**config.mk**
```make
export PLATFORM = sky130hd
export DESIGN_NAME = triad_decoder_flat
export DESIGN_NICKNAME = d
export VERILOG_FILES = /design/src/rtl/triad_decoder_if.sv /design/src/rtl/triad_decoder.sv /design/src/flat_wrapper.sv
export SDC_FILE = /design/constraint.sdc
export NUM_CORES = 1
export LEC_CHECK = 0
export ABC_AREA = 1
export ABC_CLOCK_PERIOD_IN_PS = 5500
export CAP_MARGIN = 15
export CORE_MARGIN = 1
export CORE_UTILIZATION = 60
export DETAILED_ROUTE_END_ITERATION = 10
export GPL_ROUTABILITY_DRIVEN = 0
export PLACE_DENSITY_LB_ADDON = 0.25
export SLEW_MARGIN = 40
export SYNTH_ARGS = -nofsm -noshare
export SYNTH_HDL_FRONTEND = slang
export SYNTH_SLANG_ARGS = --single-unit
```
**constraint.sdc**
```tcl
create_clock -name clock -period 5.5 [get_ports clock]
set_input_delay 1.1 -clock clock [delete_from_list [all_inputs] [get_ports clock]]
set_output_delay 1.1 -clock clock [all_outputs]
set_load 0.05 [all_outputs]
```
**src/rtl/triad_decoder_if.sv**
```systemverilog
// Triad decoder bus: serial triad inputs, control, decoded half-strip hits and monitor count.
interface triad_decoder_if #(
    parameter int unsigned NCH       = 6,
    parameter int unsigned PERSIST_W = 4,
    parameter int unsigned CNT_W     = 16
) ();
    logic [NCH-1:0]       triad_in;
    logic [PERSIST_W-1:0] persist;
    logic                 enable;
    logic                 cnt_clear;
    logic [4*NCH-1:0]     hs_out;
    logic [NCH-1:0]       ch_busy;
    logic [CNT_W-1:0]     triad_count;

    // Upstream side: drives triads and control, observes hits
    modport master (
        output triad_in, persist, enable, cnt_clear,
        input  hs_out, ch_busy, triad_count
    );

    // Decoder side
    modport slave (
        input  triad_in, persist, enable, cnt_clear,
        output hs_out, ch_busy, triad_count
    );
endinterface

```
**src/rtl/triad_decoder.sv**
```systemverilog
// Triad decoder: deserializes 3-bit triads per channel into one-hot half-strip hits,
// stretches each hit for a programmable window, and counts decoded triads (saturating).
module triad_decoder #(
    parameter int unsigned NCH       = 6,
    parameter int unsigned PERSIST_W = 4,
    parameter int unsigned CNT_W     = 16
) (
    input  logic             clock,
    input  logic             reset,
    triad_decoder_if.slave   bus
);
    localparam int unsigned HS_W      = 4 * NCH;
    localparam int unsigned SUM_W     = $clog2(NCH + 1);
    localparam int unsigned CNT_SUM_W = CNT_W + 1;

    typedef enum logic [1:0] {
        IDLE = 2'd0,
        BIT1 = 2'd1,
        BIT2 = 2'd2
    } state_t;

    state_t               state [NCH];
    logic [NCH-1:0]       dsel;
    logic [NCH-1:0]       busy;
    logic [HS_W-1:0]      dec_hs_c;
    logic [SUM_W-1:0]     n_dec_c;
    logic [CNT_SUM_W-1:0] cnt_sum_c;
    logic [PERSIST_W-1:0] hold [HS_W];
    logic [HS_W-1:0]      lit;
    logic [CNT_W-1:0]     count;

    // Per-channel triad FSM: start bit, distrip select, side; decode issued in BIT2
    always_ff @(posedge clock) begin
        if (reset) begin
            for (int unsigned c = 0; c < NCH; c++) begin
                state[c] <= IDLE;
            end
            dsel <= '0;
        end else begin
            for (int unsigned c = 0; c < NCH; c++) begin
                case (state[c])
                    IDLE: begin
                        if (bus.triad_in[c] && bus.enable) begin
                            state[c] <= BIT1;
                        end
                    end
                    BIT1: begin
                        dsel[c]  <= bus.triad_in[c];
                        state[c] <= BIT2;
                    end
                    BIT2:    state[c] <= IDLE;
                    default: state[c] <= IDLE;
                endcase
            end
        end
    end

    // Decode strobes: half-strip k = {d, ~h}, left side maps to the lower index
    always_comb begin
        dec_hs_c = '0;
        n_dec_c  = '0;
        busy     = '0;
        for (int unsigned c = 0; c < NCH; c++) begin
            busy[c] = (state[c] != IDLE);
            if (state[c] == BIT2) begin
                dec_hs_c[4*c +: 4] = 4'b0001 << {dsel[c], ~bus.triad_in[c]};
                n_dec_c            = n_dec_c + SUM_W'(1);
            end
        end
        cnt_sum_c = {1'b0, count} + CNT_SUM_W'(n_dec_c);
    end

    // Persistence: a decode (re)loads the window, so a retrigger extends it without a gap
    always_ff @(posedge clock) begin
        if (reset) begin
            lit <= '0;
            for (int unsigned i = 0; i < HS_W; i++) begin
                hold[i] <= '0;
            end
        end else begin
            for (int unsigned i = 0; i < HS_W; i++) begin
                if (dec_hs_c[i]) begin
                    lit[i]  <= 1'b1;
                    hold[i] <= bus.persist;
                end else if (lit[i]) begin
                    if (hold[i] == '0) begin
                        lit[i] <= 1'b0;
                    end else begin
                        hold[i] <= hold[i] - PERSIST_W'(1);
                    end
                end
            end
        end
    end

    // Saturating triad counter; clear wins over same-cycle increments
    always_ff @(posedge clock) begin
        if (reset) begin
            count <= '0;
        end else if (bus.cnt_clear) begin
            count <= '0;
        end else if (n_dec_c != '0) begin
            count <= cnt_sum_c[CNT_W] ? '1 : cnt_sum_c[CNT_W-1:0];
        end
    end

    assign bus.hs_out      = lit;
    assign bus.ch_busy     = busy;
    assign bus.triad_count = count;
endmodule

```
**src/flat_wrapper.sv**
```systemverilog
// flat-port wrapper written by rule: the top's interface ports become plain ports
module triad_decoder_flat 
#(
    parameter int unsigned NCH       = 6,
    parameter int unsigned PERSIST_W = 4,
    parameter int unsigned CNT_W     = 16
)
  (clock, reset, bus_triad_in, bus_persist, bus_enable, bus_cnt_clear, bus_hs_out, bus_ch_busy, bus_triad_count);
  triad_decoder_if #(.NCH(NCH), .PERSIST_W(PERSIST_W), .CNT_W(CNT_W)) bus_i ();
  input  logic clock;
  input  logic reset;
  input wire logic [$bits(bus_i.triad_in)-1:0] bus_triad_in;
  input wire logic [$bits(bus_i.persist)-1:0] bus_persist;
  input wire logic [$bits(bus_i.enable)-1:0] bus_enable;
  input wire logic [$bits(bus_i.cnt_clear)-1:0] bus_cnt_clear;
  output wire logic [$bits(bus_i.hs_out)-1:0] bus_hs_out;
  output wire logic [$bits(bus_i.ch_busy)-1:0] bus_ch_busy;
  output wire logic [$bits(bus_i.triad_count)-1:0] bus_triad_count;
  assign bus_i.triad_in = bus_triad_in;
  assign bus_i.persist = bus_persist;
  assign bus_i.enable = bus_enable;
  assign bus_i.cnt_clear = bus_cnt_clear;
  assign bus_hs_out = bus_i.hs_out;
  assign bus_ch_busy = bus_i.ch_busy;
  assign bus_triad_count = bus_i.triad_count;
  triad_decoder #(.NCH(NCH), .PERSIST_W(PERSIST_W), .CNT_W(CNT_W)) u_core (.clock(clock), .reset(reset), .bus(bus_i));
endmodule
```
==> impl_table.tex <==
\begin{tabular}{lr}
\hline
Metric & Value \\
\hline
\multicolumn{2}{l}{\textbf{Yosys}} \\
Mapped cell area & 0.00881 mm2 \\
Part of the Yosys area used for sequential elements & 0.473 \\
Number of unique standard cell types used by synthesis & 36 \\
Prevailing post-synth register cell & sky130\_fd\_sc\_hd\_\_edfxtp\_1 \\
Share of synthesized flip-flops with an asynchronous set or reset & 0 \\
Biggest area contributors in the synthesized netlist & sky130\_fd\_sc\_hd\_\_edfxtp\_1, sky130\_fd\_sc\_hd\_\_dfxtp\_1, sky130\_fd\_sc\_hd\_\_inv\_1 \\
Mean post-synth cell area & 8.30 um2 \\
Syn\_nets & 1,106 \\
Number of cells produced by synthesis & 1,061 \\
Fraction of synthesized cell area taken by the top area cell type & 0.368 \\
Most instantiated library cell after synthesis & sky130\_fd\_sc\_hd\_\_inv\_1 \\
Yosys warning count & 0 \\
Count of state elements after synthesis & 154 \\
Most area-hungry cell type in the Yosys netlist & sky130\_fd\_sc\_hd\_\_edfxtp\_1 \\
Most frequent cells after synthesis & sky130\_fd\_sc\_hd\_\_inv\_1, sky130\_fd\_sc\_hd\_\_a21oi\_1, sky130\_fd\_sc\_hd\_\_edfxtp\_1, sky130\_fd\_sc\_hd\_\_o21ai\_0, sky130\_fd\_sc\_hd\_\_nand2\_1 \\
EDFF count, synth & 108 \\
\multicolumn{2}{l}{\textbf{Power and ir drop}} \\
Pint & 0.00242 W \\
Clock power share & 0.381 \\
Net load switching power & 0.00103 W \\
Peak supply drop & 239 uV \\
Net switching share of the total power & 0.299 \\
Combinational group share of total power & 0.213 \\
Portion of total power attributed to sequential cells & 0.406 \\
Areal power density over the cells & 338 mW/mm2 \\
Leakage & 4.21 nW \\
\multicolumn{2}{l}{\textbf{Timing}} \\
Number of pins with negative max-slew slack in the final report & 0 \\
Min cycle time layout & 4.89 ns \\
Number of setup violations in the final report & 0 \\
Worst-Margin Slew & 0.750 ns \\
Unrepaired setup endpoints after global routing & no \\
Total Neg Setup Slack & 0 ns \\
Final clock period utilization by the worst path & 0.889 \\
Hold Vio Cnt, Final & 0 \\
Worst max-slew margin expressed relative to the limit & 0.497 \\
Worst hold slack after final layout & 0.523 ns \\
Maximum clock rate & 204 MHz \\
Clock Skew & 0.00651 ns \\
\multicolumn{2}{l}{\textbf{Clocking}} \\
Number of clock sinks seen by CTS & 154 \\
Inserted Clock Buffers & 17 \\
Clock root buffer & sky130\_fd\_sc\_hd\_\_clkbuf\_16 \\
Clock tree from TritonCTS & done \\
Number of buffers inserted to repair setup after CTS & 0 \\
Longest Clk Path Bufs & 2 \\
Worst-Skew Late Latency & 0.43 ns \\
Number of gates resized after cts & 0 \\
Clock transition at the register clock pins on the worst setup and hold paths after CTS & 0.06 ns \\
Hold buffer count at CTS & 0 \\
H-tree level count & 4 \\
\multicolumn{2}{l}{\textbf{Setup path}} \\
Crit path to & u\_core.bus.triad\_count[3]\$\_SDFFE\_PP0P\_ \\
Worst setup path category & flip-flop to flip-flop \\
Worst endpoint required time & 5.85 ns \\
Launching point of the worst reg2reg path & u\_core.state[0][0]\$\_SDFFCE\_PP0P\_ \\
Library cell appearing most often on the critical path & sky130\_fd\_sc\_hd\_\_nand2\_1 \\
Arr. time, crit path & 5.24 ns \\
CP Launch Type & flip-flop \\
Length in cells of the worst reg-to-reg path & 31 \\
R2r setup slk & 0.61 ns \\
Critical path's slowest cell & sky130\_fd\_sc\_hd\_\_edfxtp\_1 \\
Launch point of the critical path & u\_core.state[0][0]\$\_SDFFCE\_PP0P\_ \\
Type of destination of the critical path & flip-flop \\
CP max FO & 13 \\
Reg2Reg Capture Point & u\_core.bus.triad\_count[3]\$\_SDFFE\_PP0P\_ \\
Maximum single-stage delay on the critical path & 0.42 ns \\
\multicolumn{2}{l}{\textbf{Global route}} \\
Largest net degree at the start of global routing & 54 \\
Vias in the first global route & 6,860 \\
Aggregate global-route resource usage & 0.269 \\
Initial antenna violation count & 0 \\
First-pass GRT wire length & 31.6 mm \\
Leftover overflow at the end of global routing & 0 \\
\multicolumn{2}{l}{\textbf{Floorplan}} \\
Number of ports placed on the die boundary & 60 \\
Height of the die & 123 um \\
Total number of placement rows & 43 \\
Area of the core & 0.0141 mm2 \\
Initial Utilization & 0.625 \\
Die X & 123 um \\
Die Outline Area & 0.0152 mm2 \\
\multicolumn{2}{l}{\textbf{Hold path}} \\
Hold crit path type & flip-flop to flip-flop \\
\multicolumn{2}{l}{\textbf{Place}} \\
Port Buffer Count & 59 \\
Post-detail-place hpwl & 12.7 mm \\
\multicolumn{2}{l}{\textbf{Detailed routing}} \\
Wire per inst & 14.6 um \\
Final routed wirelength across all metal layers & 19.1 mm \\
Pre-Repair DR Iteration Count & 5 \\
Total via count in the routed design & 7,306 \\
Via density per instance & 5.57 \\
Remaining design rule violation count & 0 \\
Count of antenna-violating nets left after detailed routing & 0 \\
Iteration-0 DRC Markers & 665 \\
\multicolumn{2}{l}{\textbf{Status}} \\
Outcome & finished, final reports clean \\
\multicolumn{2}{l}{\textbf{Finish}} \\
Final \#Nets & 1,163 \\
P\&R area growth vs syn & 15.9\% \\
Number of diodes & 0 \\
Share of final-layout standard cells stronger than drive strength 1 & 0.0637 \\
\multicolumn{2}{l}{\textbf{Run}} \\
Number of max-capacitance violations reported & 0 \\
\hline
\end{tabular}
-- metal layers --
metal / global-route usage / part of all wire
met1: 0.351 / 0.45
met2: 0.444 / 0.48
met3: 0.0498 / 0.054
met4: 0.102 / 0.021
met5: 0 / 0
-- layout make-up --
class,instances,area (um2)
inverters,208,781
repair buffers,63,628
multi-input cells,674,3750
clock buffers,21,470
well taps,180,225
fillers,1057,3890
flip-flops and latches,154,4160
clock inverters,11,190
-- cell families after synthesis --
logic type / Yosys count / share of synthesized area
flops: 154 / 0.473
buf+inv: 233 / 0.102
fa+ha+maj: 31 / 0.0449
compound gates: 245 / 0.143
simple gates: 350 / 0.190
xor+xnor: 48 / 0.0477
-- worst min path at each step --
stage	from	endpoint	slack (ns)	depth (start not counted)
after global placement	u_core.dsel[5]$_SDFFE_PP0N_	u_core.dsel[5]$_SDFFE_PP0N_	0.51	2
after global routing	u_core.bus.triad_count[2]$_SDFFE_PP0P_	u_core.bus.triad_count[2]$_SDFFE_PP0P_	0.55	2
after floorplan	u_core.dsel[5]$_SDFFE_PP0N_	u_core.dsel[5]$_SDFFE_PP0N_	0.48	2
final	u_core.bus.triad_count[2]$_SDFFE_PP0P_	u_core.bus.triad_count[2]$_SDFFE_PP0P_	0.52	2
after detailed placement	u_core.bus.triad_count[0]$_SDFFE_PP0P_	u_core.bus.triad_count[0]$_SDFFE_PP0P_	0.52	2
after CTS	u_core.bus.triad_count[0]$_SDFFE_PP0P_	u_core.bus.triad_count[0]$_SDFFE_PP0P_	0.52	2
-- power groups by stage --
stage          logic (W)  registers (W)  clock network, W
2_1_floorplan   0.000508        0.00147                 0
3_3_place_gp    0.000712        0.00142                 0
3_5_place_dp    0.000723        0.00142                 0
4_1_cts         0.000735        0.00140           0.00132
5_1_grt         0.000822        0.00141           0.00136
6_report        0.000735        0.00140           0.00131
-- critical path, delay by kind of cell, from the launching register on --
family          cells  cell delay [ns]
simple gates       20             2.46
fa+ha+maj           4             1.11
buf+inv             6             0.70
flops               1             0.42
compound gates      1             0.13
-- cell usage in the layout (no fill, tap or decap), types with 4 or more instances in the layout --
cell / instances
sky130_fd_sc_hd__xor2_1: 47
sky130_fd_sc_hd__ha_1: 30
sky130_fd_sc_hd__clkbuf_16: 17
sky130_fd_sc_hd__bufinv_16: 5
sky130_fd_sc_hd__inv_1: 200
sky130_fd_sc_hd__nor2_1: 61
sky130_fd_sc_hd__o21ai_0: 108
sky130_fd_sc_hd__nor3_1: 31
sky130_fd_sc_hd__nand2_1: 107
sky130_fd_sc_hd__nand3_1: 91
sky130_fd_sc_hd__nand4_1: 18
sky130_fd_sc_hd__and2_0: 4
sky130_fd_sc_hd__clkdlybuf4s50_1: 58
sky130_fd_sc_hd__inv_2: 6
sky130_fd_sc_hd__and2_1: 4
sky130_fd_sc_hd__or2_2: 5
sky130_fd_sc_hd__a21oi_1: 118
sky130_fd_sc_hd__edfxtp_1: 108
sky130_fd_sc_hd__nand2_2: 9
sky130_fd_sc_hd__dfxtp_1: 46
sky130_fd_sc_hd__o211ai_1: 4
sky130_fd_sc_hd__nand3_2: 4
sky130_fd_sc_hd__nor2_2: 6
sky130_fd_sc_hd__a31oi_1: 12
-- stage by stage --
| stage | power [W] | setup slack (ns) | instance area [um2] | utilization | instances |
|---|---|---|---|---|---|
| after global placement | 0.00213 | 0.816 | 9550 | 0.677 | 1279 |
| final | 0.00345 | 0.609 | 10200 | 0.724 | 1311 |
| after detailed placement | 0.00214 | 0.640 | 9550 | 0.677 | 1279 |
| after CTS | 0.00345 | 0.621 | 10200 | 0.724 | 1311 |
| after global routing | 0.00359 | 0.130 | 10200 | 0.724 | 1311 |
| after floorplan | 0.00197 | 0.966 | 8810 | - | 1061 |
-- flip-flops by register name, summed over array words and instances, names as in the netlist --
| signal | cells |
|---|---|
| u_core.bus.hs_out | 24 |
| u_core.bus.triad_count | 16 |
| u_core.dsel | 6 |
| u_core.hold | 96 |
| u_core.state | 12 |
Power figures use the tool's default switching activity.
==> patch (config.mk and constraints unchanged) <==
`PERSIST_W` is set to 4 in 3 places; all go to 3.
--- a/src/rtl/triad_decoder_if.sv
+++ b/src/rtl/triad_decoder_if.sv
@@ -1,7 +1,7 @@
 // Triad decoder bus: serial triad inputs, control, decoded half-strip hits and monitor count.
 interface triad_decoder_if #(
     parameter int unsigned NCH       = 6,
-    parameter int unsigned PERSIST_W = 4,
+    parameter int unsigned PERSIST_W = 3,
     parameter int unsigned CNT_W     = 16
 ) ();
     logic [NCH-1:0]       triad_in;
--- a/src/rtl/triad_decoder.sv
+++ b/src/rtl/triad_decoder.sv
@@ -2,7 +2,7 @@
 // stretches each hit for a programmable window, and counts decoded triads (saturating).
 module triad_decoder #(
     parameter int unsigned NCH       = 6,
-    parameter int unsigned PERSIST_W = 4,
+    parameter int unsigned PERSIST_W = 3,
     parameter int unsigned CNT_W     = 16
 ) (
     input  logic             clock,
--- a/src/flat_wrapper.sv
+++ b/src/flat_wrapper.sv
@@ -2,7 +2,7 @@
 module triad_decoder_flat 
 #(
     parameter int unsigned NCH       = 6,
-    parameter int unsigned PERSIST_W = 4,
+    parameter int unsigned PERSIST_W = 3,
     parameter int unsigned CNT_W     = 16
 )
   (clock, reset, bus_triad_in, bus_persist, bus_enable, bus_cnt_clear, bus_hs_out, bus_ch_busy, bus_triad_count);
Ports: changed (resized bus_persist); port bits go from 60 to 59. No check against the original RTL was run, so the function may have changed too.
==> patch against the unedited design <==
Worst setup slack got worse by 0.18 ns; wire length decreased by 22%; maximum frequency down 3.5%; sequential power down 17%; power fell by 16%; sequential cell count down 24; synthesized area decreased by 15%; design area decreased by 14%; critical path type unchanged; critical endpoint is now u_core.bus.triad_count[0].
==> patch: results (changes against the unedited design) <==
Max Fanout on Critical Path 17 (+4); fillers 930 (-12%); top post-synthesis cells by area edfxtp_1 34%, dfxtp_1 12%, inv_1 9.1%, ha_1 9.0%, o21ai_0 5.9%; Avg WL per Cell 13.5 um (-7.5%); slowest stage cell, crit path fa_1; IO buf count 58 (-1.7%); clock skew 0.00522 ns (-0.00129 ns); Post-Synth Adder-Cell Area 9.30% (+4.8 points); Post-Synthesis Net Count 938 (-15%); drt via density 5.33 (-4.3%); Final Hold Slack 0.530 ns (+0.00633 ns); static leakage 0.00381 uW (-9.5%); Synth Area in XOR/XNOR 0.234% (-4.5 points); Worst EP arrival 5.42 ns (+0.18 ns); hpwl dp 10,100 um (-20%); max reg flops 72 (-25%); Yosys cell types 39 (+8.3%); worst slew pin tran 0.647 ns (-0.103 ns); Inserted Diodes 0 (unchanged); Post-synth top cells 181 x inv_1, 92 x nand2_1, 88 x o21ai_0; number of global-route vias before repair 5,655 (-18%); pin count of the biggest net entering global routing 61 (+13%); R2R cell count 27 (-13%); slowest stage delay, CP 0.44 ns (+0.02 ns); flop2flop setup slack 0.43 ns (-0.18 ns); VDD IR max 235 uV (-1.8%); 1st-pass router iterations 5 (unchanged); pre-CTS worst setup slack 0.533 ns (-0.107 ns); Synth Area in Compound Gates 13.4% (-0.82 points); Total GRT Usage 25.0% (-1.9 points); layout cells sized above 1 9.69% (+3.3 points); First DRT Iteration DRCs 450 (-32%); Final nets 994 (-15%); status finished clean; Seq/Total Area, Yosys 46.0% (-1.3 points); number of flops mapped to enable cells by yosys 84 (-22%)
patch: changes by cell type after synthesis, sizes merged, moves of 12 or more:
cell | unedited run | this run
nand3 | 97 | 43
a211oi | 0 | 12
inv | 206 | 184
edfxtp | 108 | 84
ha | 30 | 54
a21oi | 118 | 86
a31oi | 12 | 0
nor3b | 0 | 16
nor3 | 31 | 45
o21ai | 108 | 88
nor2 | 70 | 40
xor2 | 47 | 1
patch: layer usage:
layer	share of wire [%]	track usage [%]	wire length (um)
met2	48	42.2	7100
met4	1.8	10.1	272
met3	5.3	5.47	783
met5	0	0	0
met1	45	31.2	6740
patch: power by group:
part / internal, uW / switching, uW
clock: 707 / 435
sequential: 1120 / 40.1
combinational: 188 / 420
total: 2010 / 895
patch: stage by stage:
stage          instances  area, um^2
2_1_floorplan        870        7480
3_3_place_gp        1075        8160
3_5_place_dp        1075        8150
4_1_cts             1107        8740
5_1_grt             1107        8740
6_report            1107        8740
patch: worst max-delay path: cells and delay by family (launching register included):
kind | cells | cell delay, ns
and+or+nand+nor | 15 | 2.32
adders and majority gates | 4 | 1.34
buffers and inverters | 6 | 0.70
DFF | 1 | 0.40
AOI/OAI and AO/OA | 2 | 0.21
patch: final timing paths:
kind	from	to
setup / recovery	u_core.state[0][0]	u_core.bus.triad_count[0]
setup reg to reg	u_core.state[0][0]	u_core.bus.triad_count[0]
hold reg to reg	u_core.dsel[4]	u_core.dsel[4]
hold / removal	u_core.dsel[4]	u_core.dsel[4]
patch: layout make-up:
class	count	area (um^2)	area share, %
inverter	185	697	7.98
clock inverter	15	166	1.90
tap	168	210	2.41
clock buffer	17	425	4.87
sequential	130	3440	39.4
timing repair buffer	60	581	6.64
multi-input combinational	532	3220	36.8
